===== config.mk =====
export PLATFORM = sky130hd
export DESIGN_NAME = std_pending_drain
export DESIGN_NICKNAME = d
export VERILOG_FILES = /design/src/rtl/std_pending_drain.sv
export SDC_FILE = /design/constraint.sdc
export NUM_CORES = 1
export LEC_CHECK = 0
export ABC_CLOCK_PERIOD_IN_PS = 4130
export CORE_ASPECT_RATIO = 1.25
export CORE_MARGIN = 1.5
export CORE_UTILIZATION = 51
export DETAILED_ROUTE_END_ITERATION = 12
export GPL_TIMING_DRIVEN = 0
export PLACE_DENSITY = 0.83
export SETUP_SLACK_MARGIN = 0.4
export SYNTH_ARGS = -nofsm -noshare
export SYNTH_HDL_FRONTEND = slang
export SYNTH_SLANG_ARGS = --single-unit

===== constraint.sdc =====
create_clock -name clk -period 4.13 [get_ports clk]
set_input_delay 0.826 -clock clk [delete_from_list [all_inputs] [get_ports clk]]
set_output_delay 0.826 -clock clk [all_outputs]
set_load 0.05 [all_outputs]

===== src/rtl/std_pending_drain.sv =====
// Round-robin drain of a bit-enabled pending-event register.
// Each drained bit leaves as an index on a valid/ready output.
module std_pending_drain #(
   parameter int WIDTH     = 8,
   parameter int IDX_WIDTH = 3
) (
   input  logic                 clk,
   input  logic                 reset,
   input  logic [WIDTH-1:0]     set_en,
   input  logic                 flush,
   output logic [WIDTH-1:0]     pend,
   output logic                 out_valid,
   input  logic                 out_ready,
   output logic [IDX_WIDTH-1:0] out_idx
);

   typedef enum logic {
      EMPTY = 1'b0,
      FULL  = 1'b1
   } state_t;

   state_t               state;
   state_t               state_nxt;
   logic [IDX_WIDTH-1:0] rr_ptr;
   logic [IDX_WIDTH-1:0] rr_nxt;
   logic [IDX_WIDTH-1:0] sel;
   logic [WIDTH-1:0]     ge_mask;
   logic [WIDTH-1:0]     pend_hi;
   logic [WIDTH-1:0]     clr;
   logic                 any_pend;
   logic                 any_hi;
   logic                 fire;
   logic                 load;

   function automatic logic [IDX_WIDTH-1:0] lowest_set(input logic [WIDTH-1:0] v);
      lowest_set = '0;
      for (int i = WIDTH - 1; i >= 0; i--) begin
         if (v[i]) lowest_set = IDX_WIDTH'(i);
      end
   endfunction

   // Round-robin: prefer bits at or above rr_ptr, otherwise wrap to the lowest set bit.
   always_comb begin
      ge_mask = '0;
      for (int i = 0; i < WIDTH; i++) begin
         ge_mask[i] = (i >= int'(rr_ptr));
      end
   end

   assign pend_hi  = pend & ge_mask;
   assign any_hi   = |pend_hi;
   assign any_pend = |pend;
   assign sel      = any_hi ? lowest_set(pend_hi) : lowest_set(pend);

   assign out_valid = (state == FULL);
   assign fire      = out_valid & out_ready;
   assign load      = (~out_valid | fire) & any_pend & ~flush;

   assign rr_nxt = (sel == IDX_WIDTH'(WIDTH - 1)) ? '0 : sel + IDX_WIDTH'(1);
   assign clr    = load ? (WIDTH'(1) << sel) : '0;

   always_comb begin
      state_nxt = state;
      if (flush)     state_nxt = EMPTY;
      else if (load) state_nxt = FULL;
      else if (fire) state_nxt = EMPTY;
   end

   always_ff @(posedge clk) begin
      if (reset) state <= EMPTY;
      else       state <= state_nxt;
   end

   // A set_en on the bit being cleared this edge survives: it is a fresh event.
   always_ff @(posedge clk) begin
      if (reset) begin
         pend    <= '0;
         rr_ptr  <= '0;
         out_idx <= '0;
      end else if (flush) begin
         pend    <= '0;
         rr_ptr  <= '0;
      end else begin
         pend <= (pend & ~clr) | set_en;
         if (load) begin
            out_idx <= sel;
            rr_ptr  <= rr_nxt;
         end
      end
   end

endmodule


After elaboration in Yosys (flattened, before gate mapping)
Cells that the tools add are included.
{"block": "word_totals", "elab_cells": 50, "regBits": 15}
{"block": "classes", "mux": 21, "n_reduce_logical": 5, "addsub": 1, "n_lt_le_gt_ge": 7, "bitwise": 10, "eq_ne": 1, "shifts": 1}
{"op": "3-bit two-way mux", "count": 18}
{"op": "8-bit bitwise AND", "count": 2}
{"op": "8-bit OR reduction", "count": 2}
{"op": "3-bit greater-or-equal comparator, first input constant", "count": 3}
{"op": "8-bit two-way mux", "count": 1}
{"op": "8-bit NOT", "count": 1}
{"op": "8-bit bitwise OR", "count": 1}
{"op": "1-bit by 3-bit left shift with 8-bit output, first input constant", "count": 1}
{"op": "1-bit by 3-bit greater-or-equal comparator with 1-bit output, first input constant", "count": 2}
{"op": "2-bit by 3-bit greater-or-equal comparator with 1-bit output, first input constant", "count": 2}
{"op": "3-bit by 1-bit adder with 3-bit output, second input constant", "count": 1}
{"op": "1-bit bitwise AND", "count": 3}
{"op": "3-bit == test, second input constant", "count": 1}
{"op": "1-bit two-way mux", "count": 2}
{"op": "1-bit NOT", "count": 2}
{"op": "2-bit AND reduction", "count": 1}
{"op": "2-bit nonzero test", "count": 1}
{"op": "2-bit OR reduction", "count": 1}
{"op": "1-bit bitwise OR", "count": 1}

Depth between registers and ports, before layout
Gate-level depths: netlist of the first run.
{"block": "logic_depth", "ltp_word": 16, "mapped_depth": 11, "ltp_nobuf": 10}

Worst setup path after synthesis of the first run
Ideal clock, no wire load.
{"block": "synth_timing", "kind": "register to register", "start": "register pend[6]", "end": "register rr_ptr[1]", "synth_period_minus_slack_ns": 2.589, "arrival_ns": 2.519, "path_stages_with_launch": 10, "required_time_ns": 4.060, "n_path_buf": 0, "slack_ns": 1.541, "cell_sequence": "dfxtp_1 inv_1 o211a_1 o21a_1 o32ai_2 nand2_1 ha_1 ha_1 or3_1 a21oi_1"}
{"block": "synth_via", "elab_chain_cells": 11, "elab_cells_between_ends": 23}
{"item": "start: declaration", "line": "11", "source": "output logic [WIDTH-1:0] pend,"}
{"item": "start signal: assignment", "line": "84", "source": "pend <= (pend & ~clr) | set_en;"}
{"item": "8-bit bitwise AND", "line": "50", "source": "assign pend_hi = pend & ge_mask;"}
{"item": "3-bit two-way mux (7 in series)", "line": "38", "source": "if (v[i]) lowest_set = IDX_WIDTH'(i);"}
{"item": "3-bit two-way mux *", "line": "53", "source": "assign sel = any_hi ? lowest_set(pend_hi) : lowest_set(pend);"}
{"item": "net sel[0]", "line": "26", "source": "logic [IDX_WIDTH-1:0] sel;"}
{"item": "3-bit by 1-bit adder with 3-bit output or 3-bit == test (tied branches)", "line": "59", "source": "assign rr_nxt = (sel == IDX_WIDTH'(WIDTH - 1)) ? '0 : sel + IDX_WIDTH'(1);"}
{"item": "3-bit two-way mux *", "line": "59"}
{"item": "end signal: assignment", "line": "87", "source": "rr_ptr <= rr_nxt;"}
{"item": "end: declaration", "line": "24", "source": "logic [IDX_WIDTH-1:0] rr_ptr;"}
The timed path passes the listed nets; every way through them passes the cells marked *.
A chain may end at the register's enable or synchronous reset.

Worst setup path after layout of the first run
{"block": "layout_timing", "start": "register pend[4]", "end": "register rr_ptr[1]"}
{"block": "layout_via", "elab_chain_cells": 9, "elab_cells_between_ends": 19}
{"item": "8-bit bitwise AND", "line": "50"}
{"item": "3-bit two-way mux (5 in series)", "line": "38"}
{"item": "3-bit two-way mux *", "line": "53"}
{"item": "net sel[0]", "line": "26"}
{"item": "3-bit by 1-bit adder with 3-bit output or 3-bit == test (tied branches)", "line": "59"}
{"item": "3-bit two-way mux *", "line": "59"}
Marks and branches as above.

==> impl_metrics.env, run 1 <==
export IMPL_vias=992
export IMPL_layout_drive_gt1_share_pct=10.07
export IMPL_status="finished clean"
export IMPL_cp_endpoint="rr_ptr[1]"
export IMPL_coreArea_um2=1765
export IMPL_grt_pass1_wl_mm=3.850
export IMPL_skew_ns=0.002867
export IMPL_grt_max_degree=10
export IMPL_synth_distinct_cells=37
export IMPL_place_area_um2=1210
export IMPL_drv_cap=0
export IMPL_internal_power_uw=250.6
export IMPL_area_growth_pct=29.45
export IMPL_io_buffers=23
export IMPL_ctsResizeCount=0
export IMPL_final_max_slew_viol_count=0
export IMPL_power_switching_uw=150.5
export IMPL_synth_edf_count=0
export IMPL_slew_headroom_pct=62.92
export IMPL_synth_main_ff_cell="dfxtp_1"
export IMPL_die_w_um=41.73
export IMPL_drt_iter0_markers=41
export IMPL_seq_area_frac_synth_pct=31.41
export IMPL_setup_violations_final=0
export IMPL_reg2reg_from="pend[4]"
export IMPL_hold_viol=0
export IMPL_worstRegToRegCells=9
export IMPL_p_leak_uw=0.0005052
export IMPL_hp_class="reg -> reg"
export IMPL_htreeDepth=1
export IMPL_worstSetupEndpointType="flop"
export IMPL_cts_setup_buffers=0
export IMPL_clockPowerShare_pct=21.9
export IMPL_clock_latency_ns=0.29
export IMPL_finalSetupTns_ns=0
export IMPL_die_area_um2=2145
export IMPL_fp_dieH_um=51.41
export IMPL_antenna_found_initial=0
export IMPL_ant_nets=0
export IMPL_cp_max_fo=8
export IMPL_whs_ns=0.4637
export IMPL_yosysTopAreaCell="dfxtp_1"
export IMPL_cts_clk_slew_worst_paths_ns=0.10
export IMPL_synth_top_area_share_pct=31.41
export IMPL_tightest_slew_ns=0.5551
export IMPL_initial_utilization_pct=54.15
export IMPL_nets=168
export IMPL_holdBufCountCts=0
export IMPL_sw_frac_of_total_pct=37.52
export IMPL_combPwrFrac_pct=36.6
export IMPL_cts_tree="built"
export IMPL_crit_type="reg -> reg"
export IMPL_clock_sinks=15
export IMPL_grt_usage_pct=23.48
export IMPL_crit_required_ns=4.35
export IMPL_avgRoutedWirePerCell_um=13.88
export IMPL_drt_wl_total_mm=2.331
export IMPL_ys_warn_count=0
export IMPL_timing_fmax_ghz=0.3863
export IMPL_diodes=0
export IMPL_rows=17
export IMPL_drt_vias_per_instance=5.905
export IMPL_io_pins=24
export IMPL_gp_congestion=0.8795
export IMPL_hpwl_mm=1.756
export IMPL_vdd_ir_drop_max_mv=0.2672
export IMPL_r2r_setup_slack_ns=1.54
export IMPL_cp_startpoint="pend[4]"
export IMPL_p_seq_share_pct=41.5
export IMPL_synth_commonest_cells="a21oi_1 (16), nand2_1 (16), dfxtp_1 (15), nor2_1 (15), inv_1 (10)"
export IMPL_fin_area_um2=1237
export IMPL_drc=0
export IMPL_synth_cells=122
export IMPL_synth_nets=140
export IMPL_grt_pass1_vias=878
export IMPL_synth_area_leaders="dfxtp_1 (31%), a21oi_1 (8.4%), ha_1 (7.9%)"
export IMPL_clockBufferDepth=2
export IMPL_grt_setup_unrepaired="false"
export IMPL_root_buffer="clkbuf_4"
export IMPL_cts_buffers=3
export IMPL_startpoint_type="flop"
export IMPL_p_per_area_nw_per_um2=324.1
export IMPL_synth_avg_cell_area_um2=7.835
export IMPL_dr_pass1_iters=4
export IMPL_regToRegEndpoint="rr_ptr[1]"
export IMPL_synth_async_reset_ratio_pct=0
export IMPL_grt_overflow_total=0
export IMPL_period_needed_ns=2.589
export IMPL_worst_ep_arrival_time_ns=2.81
export IMPL_syn_cell_area_um2=955.9
export IMPL_synth_seq_cells=15
export IMPL_fin_crit_sh_pct=62.68
logic make-up after synthesis:
logic type	Yosys count	share of synthesized area (%)
muxes	1	1.047
buffers and inverters	14	7.068
AOI/OAI and AO/OA	40	29.85
adders and majority gates	6	7.853
DFF	15	31.41
and+or+nand+nor	46	22.78
registers in the layout (all words and copies together), names as in the netlist:
signal,flops
out_idx,3
rr_ptr,3
pend,8
out_valid,1
cells in the final DEF (no fill, tap or decap), types with 2 or more instances in the layout:
master	netlist	final
a21oi_1	16	16
buf_4	2	2
clkbuf_4	0	3
clkdlybuf4s50_1	0	23
dfxtp_1	15	15
ha_1	6	6
inv_1	10	10
nand2_1	16	16
nand3_1	2	2
nor2_1	15	15
nor2b_1	3	3
nor3_1	2	2
nor4_2	2	2
o211a_1	2	2
o21a_1	2	2
o21ai_0	4	4
o21ai_2	3	3
worst min path at each step:
stage | start | cells past startpoint | endpoint | slack [ns]
after floorplan | rr_ptr[1] | 3 | rr_ptr[1] | 0.57
after global placement | out_idx[2] | 2 | out_idx[2] | 0.45
after detailed placement | out_idx[1] | 2 | out_idx[1] | 0.45
after CTS | out_idx[1] | 2 | out_idx[1] | 0.47
after global routing | out_idx[1] | 2 | out_idx[1] | 0.50
final | out_idx[1] | 2 | out_idx[1] | 0.46
per-stage QoR:
| step | cells | worst slack [ns] | total power [uW] | util, % |
|---|---|---|---|---|
| floorplan | 122 | 1.541 | 269.6 | - |
| global placement | 164 | 1.678 | 312.2 | 68.53 |
| detailed placement | 164 | 1.605 | 315.6 | 68.53 |
| CTS | 168 | 1.567 | 401.2 | 70.09 |
| global route | 168 | 1.335 | 423.1 | 70.09 |
| finish | 168 | 1.541 | 401.0 | 70.09 |
power by group through the flow:
stage	sequential [uW]	clock [uW]	combinational, uW
final	167	87.7	147
after global routing	168	95.7	159
after CTS	166	88.1	147
after detailed placement	170	0	146
after global placement	169	0	143
after floorplan	192	0	77.2
per-layer routing:
layer  wire length (um)  part of all wire, %  GRT usage, %  up-vias
met5                  0                    0             0        -
met4                 32                  1.4         13.44        0
met3                121                  5.2         3.180        5
met2               1123                   48         38.02       40
met1               1052                   45         29.65      462
li1                   -                    -             -      485
worst max-delay path, stage by stage (launching register included):
cell	delay (ns)
dfxtp_1	0.52
inv_1	0.07
a221oi_1	0.32
nor2_1	0.10
o32ai_2	0.37
nand2_1	0.15
ha_1	0.25
ha_1	0.21
or3_1	0.35
a21oi_1	0.17
cell type report:
cell class	count	area, um2
inverter	10	37.54
tap	19	23.77
clock inverter	1	5.005
clock buffer	3	22.52
timing repair buffer	23	230.2
buffer	4	30.03
multi-input combinational	93	588.1
sequential	15	300.3
fill	166	528.0
Note: power is estimated with default switching activity, not from simulation.
==> run 2, diff against run 1 <==
--- a/config.mk
+++ b/config.mk
@@ -5,13 +5,13 @@
 export SDC_FILE = /design/constraint.sdc
 export NUM_CORES = 1
 export LEC_CHECK = 0
-export ABC_CLOCK_PERIOD_IN_PS = 4130
+export ABC_CLOCK_PERIOD_IN_PS = 2200
 export CORE_ASPECT_RATIO = 1.25
 export CORE_MARGIN = 1.5
-export CORE_UTILIZATION = 51
+export CORE_UTILIZATION = 43
 export DETAILED_ROUTE_END_ITERATION = 12
 export GPL_TIMING_DRIVEN = 0
-export PLACE_DENSITY = 0.83
+export PLACE_DENSITY = 0.74
 export SETUP_SLACK_MARGIN = 0.4
 export SYNTH_ARGS = -nofsm -noshare
 export SYNTH_HDL_FRONTEND = slang
==> constraint.sdc (replaced) <==
create_clock -name clk -period 2.2 [get_ports clk]
set_input_delay 0.44 -clock clk [delete_from_list [all_inputs] [get_ports clk]]
set_output_delay 0.44 -clock clk [all_outputs]
set_load 0.05 [all_outputs]
==> run 2 against run 1 <==
Compared with the run above:
- the flow now finishes with violations (setup timing)
- global-route usage decreased by 0.30 points
- hold slack improved by 0.014 ns
- power increased by 120%
- non-clock buffer count increased by 18
- combinational power increased to 2.8 times the previous value
- core utilization increased by 5.6 points
- count of clock-buffer cells in the layout unchanged
- sequential share of layout area decreased by 3.1 points
- routed wire length increased by 36%
- worst setup slack got worse by 1.5 ns
==> impl_metrics.env, run 2 (same netlist as run 1, synthesis figures left out) <==
export IMPL_reg_largest_list="pend (8), out_idx (3), rr_ptr (3)"
export IMPL_clock_sinks=15
export IMPL_fin_cells=187
export IMPL_initial_utilization_pct=47.16
export IMPL_period_needed_ns=2.203
export IMPL_tightest_slew_ns=0.8957
export IMPL_cp_buffers_inverters=0
export IMPL_startpoint_type="flop"
export IMPL_status="finished with violations"
export IMPL_layout_drive_gt1_share_pct=37.72
export IMPL_worst_ep_arrival_time_ns=2.43
export IMPL_antenna_found_initial=0
export IMPL_fill_cells=146
export IMPL_gp_congestion=0.8743
export IMPL_vdd_ir_drop_max_mv=0.4487
export IMPL_grt_pass1_vias=966
export IMPL_hold_viol=0
export IMPL_p_leak_uw=0.0006678
export IMPL_setup_violations_final=1
export IMPL_final_util_pct=75.74
export IMPL_cts_buffers=3
export IMPL_clock_latency_ns=0.30
export IMPL_drt_wl_total_mm=3.161
export IMPL_cpPeakStageDelay_ns=0.39
export IMPL_grt_setup_unrepaired="true"
export IMPL_whs_ns=0.4774
export IMPL_coreArea_um2=2027
export IMPL_grt_max_degree=10
export IMPL_diodes=0
export IMPL_skew_ns=0.009222
export IMPL_grt_usage_pct=23.18
export IMPL_fin_area_um2=1535
export IMPL_fin_crit_sh_pct=100.1
export IMPL_io_pins=24
export IMPL_cp_max_fo=7
export IMPL_cpLargestDelayFamily="simple AND/OR/NAND/NOR gates"
export IMPL_io_buffers=23
export IMPL_regMostFlops="pend"
export IMPL_placedCellCount=165
export IMPL_hpwl_mm=1.799
export IMPL_final_cell_mix="buf_4 (16), a21oi_1 (15), nor2_1 (14)"
export IMPL_holdBufCountCts=0
export IMPL_largest_reg_flops=8
export IMPL_grt_overflow_total=0
export IMPL_root_buffer="clkbuf_4"
export IMPL_die_area_um2=2517
export IMPL_place_area_um2=1262
export IMPL_vias=1098
export IMPL_drt_iter0_markers=23
export IMPL_htreeDepth=1
export IMPL_dr_pass1_iters=4
export IMPL_area_growth_pct=60.60
export IMPL_clockBufferDepth=2
export IMPL_timing_fmax_ghz=0.4540
export IMPL_ant_nets=0
export IMPL_p_per_area_nw_per_um2=582.4
export IMPL_grt_pass1_wl_mm=4.443
export IMPL_avgRoutedWirePerCell_um=16.90
export IMPL_final_common_cell="buf_4"
export IMPL_die_w_um=45.17
export IMPL_rows=18
export IMPL_crit_required_ns=2.43
export IMPL_fp_dieH_um=55.72
export IMPL_setup_slack_ns=-0.002665
export IMPL_worstSetupEndpointType="flop"
export IMPL_drc=0
export IMPL_cts_tree="built"
export IMPL_cts_clk_slew_worst_paths_ns=0.10
export IMPL_slew_headroom_pct=40.18
export IMPL_violations="setup timing"
export IMPL_final_max_slew_viol_count=0
export IMPL_dp_slack_ns=-0.1036
export IMPL_crit_type="reg -> reg"
export IMPL_drt_vias_per_instance=5.872
export IMPL_hp_class="reg -> reg"
export IMPL_path_cells="or2_1, o21a_1, o311ai_2, nand2_1, ha_1, or3_1, a21oi_1"
export IMPL_nets=186
export IMPL_worst_path_max_delay_cell="dfxtp_4"
export IMPL_drv_cap=0
==> run 2: power by group <==
| group | total (uW) | switching [uW] | internal, uW |
|---|---|---|---|
| Clock | 173 | 105 | 67.9 |
| Combinational | 412 | 228 | 184 |
| Sequential | 309 | 21.9 | 287 |
==> run 2: worst paths after layout <==
| kind | from | to | slack, ns | cells past startpoint |
|---|---|---|---|---|
| hold reg to reg | out_idx[1] | out_idx[1] | 0.48 | 2 |
| setup / recovery | pend[4] | rr_ptr[1] | -0.003 | 7 |
| hold / removal | out_idx[1] | out_idx[1] | 0.48 | 2 |
| setup reg to reg | pend[4] | rr_ptr[1] | -0.003 | 7 |
==> run 2: repair_timing <==
item	in CTS	in global routing
endpoints found under the setup margin	23	14
endpoints found under the hold margin	0	0
pin swaps	12	11
setup buffers	13	5
resized for setup	23	18
==> run 2: final cells by class <==
cell class | count | area [um2] | share of cell area, %
tap | 20 | 25.02 | 1.630
inverter | 10 | 37.54 | 2.445
sequential | 15 | 325.3 | 21.19
timing repair buffer | 41 | 361.6 | 23.55
clock inverter | 1 | 5.005 | 0.3260
multi-input combinational | 93 | 720.7 | 46.94
buffer | 4 | 37.54 | 2.445
clock buffer | 3 | 22.52 | 1.467
==> run 2: layer usage <==
layer	wire, um	vias to the layer above	global-route usage (%)
met2	1607	43	35.71
li1	-	521	-
met1	1287	527	31.61
met5	0	-	0
met3	188	7	1.948
met4	77	0	10.92
==> run 2: metrics by stage <==
| step | setup TNS, ns | total power (uW) |
|---|---|---|
| 2_1_floorplan | 0 | 514.1 |
| 3_3_place_gp | -0.04320 | 598.5 |
| 3_5_place_dp | -0.1036 | 602.4 |
| 4_1_cts | 0 | 808.0 |
| 5_1_grt | -0.1560 | 937.8 |
| 6_report | -0.002665 | 894.0 |
==> run 2: worst register-to-register path: cells and delay by family, from the launching register on <==
kind,cells,cell delay (ns)
flip-flops,1,0.39
adder cells (fa/ha/maj),1,0.31
AND/OR/NAND/NOR,3,0.79
AO/OA/AOI/OAI,3,0.64
==> RTL change: new RTL, config.mk and constraints of run 1 <==
`WIDTH`: 8 -> 10.
--- a/src/rtl/std_pending_drain.sv
+++ b/src/rtl/std_pending_drain.sv
@@ -1,7 +1,7 @@
 // Round-robin drain of a bit-enabled pending-event register.
 // Each drained bit leaves as an index on a valid/ready output.
 module std_pending_drain #(
-   parameter int WIDTH     = 8,
+   parameter int WIDTH     = 10,
    parameter int IDX_WIDTH = 3
 ) (
    input  logic                 clk,
Ports: changed (resized pend and set_en); port bits go from 24 to 28. No check against the original RTL was run, so the function may have changed too.
==> RTL change against run 1 <==
  * Wire length rose by 16%
  * Cell area rose by 8.6%
  * Sequential cell count grew 2
  * First-iteration DRC count fell by 20%
  * Die area grew 6.5%
  * Worst setup slack lost 0.15 ns
  * Combinational power up 20%
  * Sequential power rose by 13%
  * Synthesized area is 6.9% higher
  * Non-clock buffer count up 2
  * Total power grew 14%
  * Critical path type unchanged
  * Largest cell class unchanged
  * Highest routed layer unchanged
==> RTL change: results (changes against run 1) <==
| Metric | Value |
|---|---|
| Net Switching | `177 µW (+17%)` |
| Hpwl dp | `2060 µm (+17%)` |
| Gpl congestion | `0.853 (-3.0%)` |
| Max Fanout on Critical Path | `7 (-1)` |
| Largest regs | `pend: 10 flops, out_idx: 3 flops, rr_ptr: 3 flops` |
| Layout Skew | `0.00944 ns (+0.00658 ns)` |
| Post-synthesis mux area share | `0.979% (-0.068 points)` |
| Yosys warning count | `0 (unchanged)` |
| Fillcell total | `155 (-6.6%)` |
| Invs w/o clock | `5 (-5)` |
| Rel. slew slack | `39.5% (-23 points)` |
| DR iter-0 viols | `33 (-20%)` |
| Finished Layout Cells | `176 (+4.8%)` |
| Non-Clock Buffer Count | `29 (+7.4%)` |
| Outcome | `complete, no violations` |
| Top cells by count, synth | `19 x nor2_1, 17 x dfxtp_1, 13 x nand2_1` |
| Synth Area in Adders | `1.22% (-6.6 points)` |
| DR vias | `1,071 (+8.0%)` |
| Cells after Synth | `126 (+3.3%)` |
| Seq/Total Area, Yosys | `33.3% (+1.9 points)` |
| Layout cells sized above 1 | `12.7% (+2.7 points)` |
| Pre-CTS setup slack | `1.49 ns (-0.112 ns)` |
| P_leak | `0.000501 µW (-0.84%)` |
| Area of the multi-input gates | `648 µm² (+10%)` |
| Syn Nets | `141 (+0.71%)` |
| Wire length per cell | `15.3 µm (+11%)` |
| Nets | `173 (+3.0%)` |
| Placed inst area | `1320 µm² (+8.8%)` |
| Mean Syn Cell Area | `8.11 µm² (+3.5%)` |
| Sequential Area | `340 µm² (+13%)` |
| Area share of buffers outside the clock network | `21.2% (+0.20 points)` |
| Fraction of area in multi-input gates | `48.2% (+0.71 points)` |
| Largest net degree at the start of global routing | `11 (+1)` |
| Vias in the first global route | `1,018 (+16%)` |
| Port Buffers | `27 (+17%)` |
| All-layer global routing usage | `27.1% (+3.6 points)` |
| Synth top area cells | `dfxtp_1 33%, nor2_1 7.0%, nand2_1 4.8%` |
| Compound-Gate Fraction of Synth Area | `28.0% (-1.8 points)` |
| Clock-cell share | `2.05% (-0.18 points)` |
## RTL change: cell count changes in the layout (fill, tap and decap cells not counted), sizes merged, moves of 3 or more
cell and change:
a21oi -9, nor2 +6, ha -5, inv -5, clkdlybuf4s50 +4, nand2 -3
nand3 +3, nor3 +3
## RTL change: layer usage
metal / vias to the layer above / global-route usage, % / wire, µm
li1: 524 / - / -
met1: 498 / 32.7 / 1170
met2: 43 / 47.5 / 1360
met3: 6 / 4.10 / 129
met4: 0 / 11.6 / 44
met5: - / 0 / 0
## RTL change: worst max-delay path, stage by stage (launching register included)
cell and delay [ns]:
dfxtp_1 0.39, nor2b_1 0.17, o21ai_0 0.26, nor2b_1 0.21, nand2_1 0.11, o311ai_1 0.75, and2_1 0.24, ha_1 0.25
a2111oi_2 0.28
## RTL change: power by group through the flow
stage | combinational, µW | clock (µW) | sequential [µW]
3_5_place_dp | 175 | 0 | 192
3_3_place_gp | 171 | 0 | 191
5_1_grt | 192 | 98.9 | 191
4_1_cts | 176 | 90.5 | 188
6_report | 177 | 91.0 | 188
2_1_floorplan | 93.7 | 0 | 218
## RTL change: final timing paths
kind,start,end,slack [ns],cells past startpoint
worst min-delay path,out_idx[2]$_SDFFE_PP0P_,out_idx[2]$_SDFFE_PP0P_,0.47,2
worst min register to register,out_idx[2]$_SDFFE_PP0P_,out_idx[2]$_SDFFE_PP0P_,0.47,2
worst max-delay path,pend[0]$_SDFF_PP0_,rr_ptr[2]$_SDFFE_PP0P_,1.39,8
worst max register to register,pend[0]$_SDFF_PP0_,rr_ptr[2]$_SDFFE_PP0P_,1.39,8
## RTL change: cells by family after synthesis
kind of cell | after synthesis
simple gates | 63
compound gates | 37
flops | 17
buf+inv | 7
mux | 1
fa+ha+maj | 1
